--- src/rtl/gb_cart_pkg.sv ---
// Shared types and constants for the Game Boy cartridge mappers.
// Region bases, open-bus value and the bank-1 zero translation live here.
package gb_cart_pkg;

    typedef enum logic [1:0] {
        SRC_OPEN = 2'd0,
        SRC_ROM  = 2'd1,
        SRC_RAM  = 2'd2
    } cart_src_e;

    localparam logic [15:0] ROM0_BASE  = 16'h0000;
    localparam logic [15:0] ROMX_BASE  = 16'h4000;
    localparam logic [15:0] CRAM_BASE  = 16'hA000;
    localparam logic [7:0]  OPEN_BUS   = 8'hFF;
    localparam logic [3:0]  RAM_EN_KEY = 4'hA;

    // Bank 0 can never be selected in the switchable window; 0 maps to 1.
    function automatic logic [4:0] bank1_fix(input logic [4:0] v);
        return (v == 5'd0) ? 5'd1 : v;
    endfunction

endpackage

--- src/rtl/mbc1_regs.sv ---
// MBC1 control-register file: RAM enable, bank1, bank2 and banking mode.
// Written from CPU stores to 0000-7FFF; i_sel is address bits [14:13].
module mbc1_regs
    import gb_cart_pkg::*;
(
    input  logic       clk,
    input  logic       rst,
    input  logic       i_wr,
    input  logic [1:0] i_sel,
    input  logic [7:0] i_wdata,
    output logic       o_ram_en,
    output logic [4:0] o_bank1,
    output logic [1:0] o_bank2,
    output logic       o_mode
);

    logic       r_ram_en;
    logic [4:0] r_bank1;
    logic [1:0] r_bank2;
    logic       r_mode;

    // Control register updates from CPU writes into the ROM window
    always_ff @(posedge clk or posedge rst) begin
        if (rst) begin
            r_ram_en <= 1'b0;
            r_bank1  <= 5'h01;
            r_bank2  <= 2'h0;
            r_mode   <= 1'b0;
        end else if (i_wr) begin
            case (i_sel)
                2'd0:    r_ram_en <= (i_wdata[3:0] == RAM_EN_KEY);
                2'd1:    r_bank1  <= bank1_fix(i_wdata[4:0]);
                2'd2:    r_bank2  <= i_wdata[1:0];
                2'd3:    r_mode   <= i_wdata[0];
                default: r_mode   <= r_mode;
            endcase
        end
    end

    assign o_ram_en = r_ram_en;
    assign o_bank1  = r_bank1;
    assign o_bank2  = r_bank2;
    assign o_mode   = r_mode;

endmodule

--- src/rtl/mbc1_mapper.sv ---
// MBC1 bank mapper: decodes CPU writes into control registers, translates
// CPU addresses to banked ROM/SRAM addresses and returns reads one cycle later.
module mbc1_mapper
    import gb_cart_pkg::*;
#(
    parameter  int ROM_AW = 15,
    parameter  int RAM_AW = 13,
    localparam int RAM_PW = (RAM_AW > 0) ? RAM_AW : 1
) (
    input  logic              clk,
    input  logic              rst,
    input  logic [15:0]       cpu_addr,
    input  logic [7:0]        cpu_wdata,
    input  logic              cpu_wr,
    input  logic              cpu_rd,
    output logic [7:0]        cpu_rdata,
    output logic              cpu_rvalid,
    output logic [ROM_AW-1:0] rom_addr,
    output logic              rom_ce,
    input  logic [7:0]        rom_data,
    output logic [RAM_PW-1:0] ram_addr,
    output logic              ram_ce,
    output logic              ram_we,
    output logic [7:0]        ram_wdata,
    input  logic [7:0]        ram_data
);

    localparam logic RAM_PRESENT = (RAM_AW > 0) ? 1'b1 : 1'b0;

    logic        w_ram_en;
    logic [4:0]  w_bank1;
    logic [1:0]  w_bank2;
    logic        w_mode;
    logic        w_rd_acc;
    logic        w_in_rom;
    logic        w_in_cram;
    logic        w_ram_live;
    logic [1:0]  w_hi_bank;
    logic [20:0] w_rom_full;
    logic [14:0] w_ram_full;
    cart_src_e   w_src;
    cart_src_e   r_src;
    logic        r_rvalid;
    logic        w_unused;

    assign w_in_rom  = (cpu_addr[15:14] == ROM0_BASE[15:14]) ||
                       (cpu_addr[15:14] == ROMX_BASE[15:14]);
    assign w_in_cram = (cpu_addr[15:13] == CRAM_BASE[15:13]);

    mbc1_regs u_regs (
        .clk      (clk),
        .rst      (rst),
        .i_wr     (cpu_wr & w_in_rom),
        .i_sel    (cpu_addr[14:13]),
        .i_wdata  (cpu_wdata),
        .o_ram_en (w_ram_en),
        .o_bank1  (w_bank1),
        .o_bank2  (w_bank2),
        .o_mode   (w_mode)
    );

    // A simultaneous write takes the bus; the read is dropped entirely.
    assign w_rd_acc   = cpu_rd & ~cpu_wr;
    assign w_ram_live = w_ram_en & RAM_PRESENT;
    assign w_hi_bank  = w_mode ? w_bank2 : 2'b00;

    // Full 21-bit ROM address before truncation to the cart size
    always_comb begin
        w_rom_full = 21'd0;
        if (cpu_addr[14] == ROMX_BASE[14]) begin
            w_rom_full = {w_bank2, w_bank1, cpu_addr[13:0]};
        end else begin
            w_rom_full = {w_hi_bank, 5'b00000, cpu_addr[13:0]};
        end
    end

    assign w_ram_full = {w_hi_bank, cpu_addr[12:0]};
    assign rom_addr   = w_rom_full[ROM_AW-1:0];
    assign ram_addr   = w_ram_full[RAM_PW-1:0];
    assign ram_wdata  = cpu_wdata;

    assign rom_ce = ~rst & w_rd_acc & w_in_rom;
    assign ram_ce = ~rst & (cpu_rd | cpu_wr) & w_in_cram & w_ram_live;
    assign ram_we = ~rst & cpu_wr & w_in_cram & w_ram_live;

    // Source of the byte that will be returned next cycle
    always_comb begin
        w_src = SRC_OPEN;
        if (w_in_rom) begin
            w_src = SRC_ROM;
        end else if (w_in_cram && w_ram_live) begin
            w_src = SRC_RAM;
        end else begin
            w_src = SRC_OPEN;
        end
    end

    // Read pipeline: tag and valid for the read accepted this cycle
    always_ff @(posedge clk or posedge rst) begin
        if (rst) begin
            r_rvalid <= 1'b0;
            r_src    <= SRC_OPEN;
        end else begin
            r_rvalid <= w_rd_acc;
            r_src    <= w_rd_acc ? w_src : SRC_OPEN;
        end
    end

    // Return mux; idle tag is OPEN so the bus rests at 0xFF
    always_comb begin
        case (r_src)
            SRC_ROM: cpu_rdata = rom_data;
            SRC_RAM: cpu_rdata = ram_data;
            default: cpu_rdata = OPEN_BUS;
        endcase
    end

    assign cpu_rvalid = r_rvalid;
    assign w_unused   = ^{w_rom_full, w_ram_full, ram_data};

endmodule
--- config.mk ---
export PLATFORM = sky130hd
export DESIGN_NAME = mbc1_mapper
export DESIGN_NICKNAME = d
export VERILOG_FILES = /design/src/rtl/gb_cart_pkg.sv /design/src/rtl/mbc1_regs.sv /design/src/rtl/mbc1_mapper.sv
export SDC_FILE = /design/constraint.sdc
export NUM_CORES = 1
export LEC_CHECK = 0
export ABC_AREA = 1
export CAP_MARGIN = 40
export CORE_MARGIN = 3
export CORE_UTILIZATION = 27
export DETAILED_ROUTE_END_ITERATION = 8
export PLACE_DENSITY_LB_ADDON = 0.1
export SETUP_SLACK_MARGIN = 0.02
export SYNTH_ARGS = -nofsm -noshare
export SYNTH_HDL_FRONTEND = slang
export SYNTH_SLANG_ARGS = --single-unit
--- constraint.sdc ---
create_clock -name clk -period 2.5 [get_ports clk]
set_clock_uncertainty 0.1 [all_clocks]
set_input_delay 0.25 -clock clk [delete_from_list [all_inputs] [get_ports clk]]
set_output_delay 0.25 -clock clk [all_outputs]
set_load 0.05 [all_outputs]
# == Word-level counts from Yosys, hierarchy flattened ==
# Index checks and enable logic that the tools add are counted.
# totals
romBits,0
memories,0
word_cells,36
out_inout_bits,48
latch_bits,0
mem_bits_rw,0
reg_bits,5
inputBits,44
# op_classes
muxes,6
n_reduce_logical,7
shifts,0
bitwise,13
n_eq_ne,6
magnitude_cmp,0
n_mul,0
n_div,0
add_sub_neg,0
# ops
op,count
one-hot mux 8 bit (2 select lines),1
two-way mux 15 bit,1
AND 1 bit,10
"== test 2 x 1 -> 1 bit, second input constant",3
two-way mux 2 bit,3
logical NOT 5 bit,1
"== test 4 bit, second input constant",1
logical NOT 2 bit,2
AND reduction 2 bit,2
"== test 3 bit, second input constant",1
"== test 2 bit, second input constant",1
inverter 1 bit,2
logical AND 1 bit,1
logical OR 1 bit,1
two-way mux 1 bit,1
OR 1 bit,1

# == Depth between registers and ports, before layout ==
# depth
word_depth,5
mapped_depth,5
ltp_nobuf,5

# == Hierarchy ==
# Synthesis repeated with hierarchy kept, for this count alone.
# hier_totals
hier_cells,137
area_unflattened_um2,970.9
# by_module_without_submodules
mod,cells_each,area_each_um2,instances,seq_area_each_um2
mbc1_mapper,88,570.5,1,75.1
mbc1_regs,49,400.4,1,226.5

# == Worst setup path before layout ==
# No wires, ideal clock.
# synth_path
path_type,input port to output port
startpoint,input port cpu_wr
endpoint,output port rom_ce
t_required_ns,2.150
stages,3
path_slack_ns,0.695
path_buffers,0
t_arrival_ns,1.455
cell_sequence,inv_1 -> nand2_1 -> nor3_1
# synth_between
elab_chain_len,4
# synth_rtl
element,line_no,source
"start, declared",mbc1_mapper.sv:14,"input logic cpu_wr,"
inverter 1 bit,mbc1_mapper.sv:63,assign w_rd_acc = cpu_rd & ~cpu_wr;
AND 1 bit,mbc1_mapper.sv:63,
AND 1 bit (2 in a row),mbc1_mapper.sv:82,assign rom_ce = ~rst & w_rd_acc & w_in_rom;
"end, declared",mbc1_mapper.sv:19,"output logic rom_ce,"
# Every way passes these cells.

# == Worst setup path in the final report ==
# layout_path
startpoint,register r_src[1]
endpoint,output port cpu_rdata[6]
# layout_between
elab_chain_len,2
elab_cells_between_ends,3
cone_classes,2 x eq/ne; 1 x mux
# layout_rtl
element,line_no,source
"start, declared",mbc1_mapper.sv:42,cart_src_e r_src;
"start signal, assigned",mbc1_mapper.sv:105,r_src <= w_rd_acc ? w_src : SRC_OPEN;
== test 2 bit / == test 2 x 1 -> 1 bit (equally long branches),mbc1_mapper.sv:111,case (r_src)
one-hot mux 8 bit (2 select lines) *,mbc1_mapper.sv:111,
"end, declared",mbc1_mapper.sv:16,"output logic [7:0] cpu_rdata,"
# Mark *: on every way between the ends. The rest lies on a longest branch, timed or not.

==> flow_summary.ini <==
[timing]
rsz0062_at_grt = no
max_slew_margin = 0.6619
worstMarginPinSlew_ns = 0.5055
fmax_mhz = 431.9
finalSetupTns_ns = 0
fin_crit_ns = 2.315
slew_viol_final = 0
period_share = 0.9261
finalSetupViolCount = 0
hold_viol_final = 0

[setup_path]
crit_path_end = cpu_rdata[6]
r2r_cells = 2
rr_startpoint = u_regs.o_ram_en
crit_arrival_ns = 1.97
r2r_end = r_src[1]
cp-startpoint = r_src[1]
worstSetupEndpointType = output port
worstSetupStartpointType = flop
crit_required_ns = 2.15
worstPathMaxFanout = 8
crit_type = reg2out
regToRegSetupSlack_ns = 1.70

[clock_network]
clock_latency_ns = 0.24
clock-sinks = 5
numCtsBuffers = 3
cts_hold_buf = 0
post-cts-setup-buffer-count = 0
clockBufferDepth = 2
cts.clk_slew.worst_paths_ns = 0.04
cts_tree = built
cts_htree_levels = 1
cts-root-buf = clkbuf_4
cts_repair_resize_count = 0

[synth]
synth_edf_count = 0
synth_most_common_cell = buf_4
ys.flop_type = dfrtp_1
synth_area_um2 = 686.9
yosysSeqAreaShare = 0.1840
synth.area.top_cells = buf_4 (38%), nand2_1 (15%), dfrtp_1 (15%)
synth_seq_cells = 5
ys_async_sr_fraction = 1.000
netlist_instances = 107
synth_top_cell_by_area = buf_4
yosysWarnings = 0
syn_area_per_cell_um2 = 6.420
synth_cell_types = 16
synth_top_area_share = 0.3825
mappedNetlistNets = 153
ys_top_cells_by_count = buf_4 (35), nand2_1 (28), inv_1 (12)

[routing]
met3RoutedLength_um = 239
via_per_inst = 4.189
drc = 0
antenna_left = 0
wl_um = 1468
num_vias = 620
drt_iter0_drc = 27
wl_met2_um = 557
met1_length_um = 621
drtPass1Iterations = 4
top_layer = met4
routedWlPerCell_um = 9.919

[floorplan]
die_h_um = 56.44
floorplan.rows = 17
start_util = 0.2963
dieArea_um2 = 3185
core-area_um2 = 2318
io_pins = 92
die_w_um = 56.44

[global_routing]
grt_usage = 0.1007
grt_pass1_vias = 641
antenna_found_initial = 0
grt_pass1_wl_um = 2553
overflow = 0
grt_max_degree = 9

[cells_and_area]
nNetsFinal = 167
antenna_cells = 0
fin_cells = 148
postLayoutCoreUtil = 0.4004
finish.instance_area_um2 = 928.4
area_delta_synth_final_pct = 35.15
drive_gt1_frac = 0.07500

[placed_design]
hpwl_um = 1223
portBuffers = 46
dp_cells = 144
routabilityCongestion = 0.7850
post_dp_cell_area_um2 = 902.1

[worst_hold_path]
min_path_type = in2async

[pwr]
ir_drop_mv = 0.1822
power_density_nw_per_um2 = 356.0
p_leak_nw = 0.4112

[run_status]
outcome = finished, final reports clean

[job]
drv_cap = 0
worst max-delay path, stage by stage (launching register included):
cell and delay (ns):
dfrtp_1 0.37, inv_1 0.05, ha_1 0.31, nand2_1 0.09, nand3_1 0.09, clkdlybuf4s50_1 0.80
cell usage in the layout, fill, tap and decap left out:
| cell | n |
|---|---|
| dfstp_2 | 1 |
| buf_4 | 3 |
| o21ai_1 | 2 |
| nor3_2 | 1 |
| dfrtp_1 | 4 |
| clkdlybuf4s50_1 | 43 |
| nor3_1 | 1 |
| ha_1 | 2 |
| o21ai_0 | 1 |
| nand3_1 | 8 |
| nor2_1 | 8 |
| nand4_1 | 1 |
| inv_1 | 12 |
| clkbuf_4 | 3 |
| nand2_1 | 28 |
| nand2_2 | 1 |
| clkbuf_1 | 1 |
layer usage:
layer,vias to the layer above,global-route usage
met3,6,0.04828
met2,54,0.1386
met5,-,0
li1,315,-
met1,245,0.1148
met4,0,0.08475
stage by stage:
stage / hold slack, ns / power, mW / setup WS [ns]
after detailed placement: 0.3762 / 0.2408 / 0.4298
final: 0.1897 / 0.3305 / 0.1848
after global placement: 0.3659 / 0.2405 / 0.4406
after CTS: 0.1950 / 0.3349 / 0.1724
after floorplan: -0.06640 / 0.2969 / 0.6954
after global routing: 0.2202 / 0.3528 / 0.05750
flip-flops by register name, summed over array words and instances (netlist names):
register	count
r_src	2
cpu_rvalid	1
u_regs.o_bank1	1
u_regs.o_ram_en	1
cell families after synthesis:
logic type,Yosys count,share of synthesized area
simple gates,48,0.2951
flops,5,0.1840
compound gates,3,0.02185
fa+ha+maj,2,0.03642
buf+inv,49,0.4626
report_power, final:
part,leakage [nW],internal [mW],switching (mW)
clock network,0.0150,0.0602,0.0315
registers,0.0645,0.0891,0.00243
logic,0.332,0.0677,0.0795
total,0.411,0.217,0.113
layout make-up:
cell class | instances | area (um2)
Fill cell | 250 | 1390
Clock buffer | 4 | 26.28
Sequential cell | 5 | 126.4
Timing Repair Buffer | 46 | 452.9
Inverter | 12 | 45.04
Multi-Input combinational cell | 53 | 242.7
Tap cell | 28 | 35.03
worst min path at each step:
| stage | startpoint | endpoint | slack (ns) | cells after the start |
|---|---|---|---|---|
| floorplan | rst | cpu_rvalid | -0.07 | 1 |
| global placement | u_regs.o_ram_en | u_regs.o_ram_en | 0.37 | 2 |
| detailed placement | u_regs.o_bank1[0] | u_regs.o_bank1[0] | 0.38 | 2 |
| CTS | rst | r_src[0] | 0.19 | 2 |
| global route | rst | r_src[1] | 0.22 | 2 |
| finish | rst | r_src[0] | 0.19 | 2 |
Note: power is estimated with default switching activity, not from simulation.
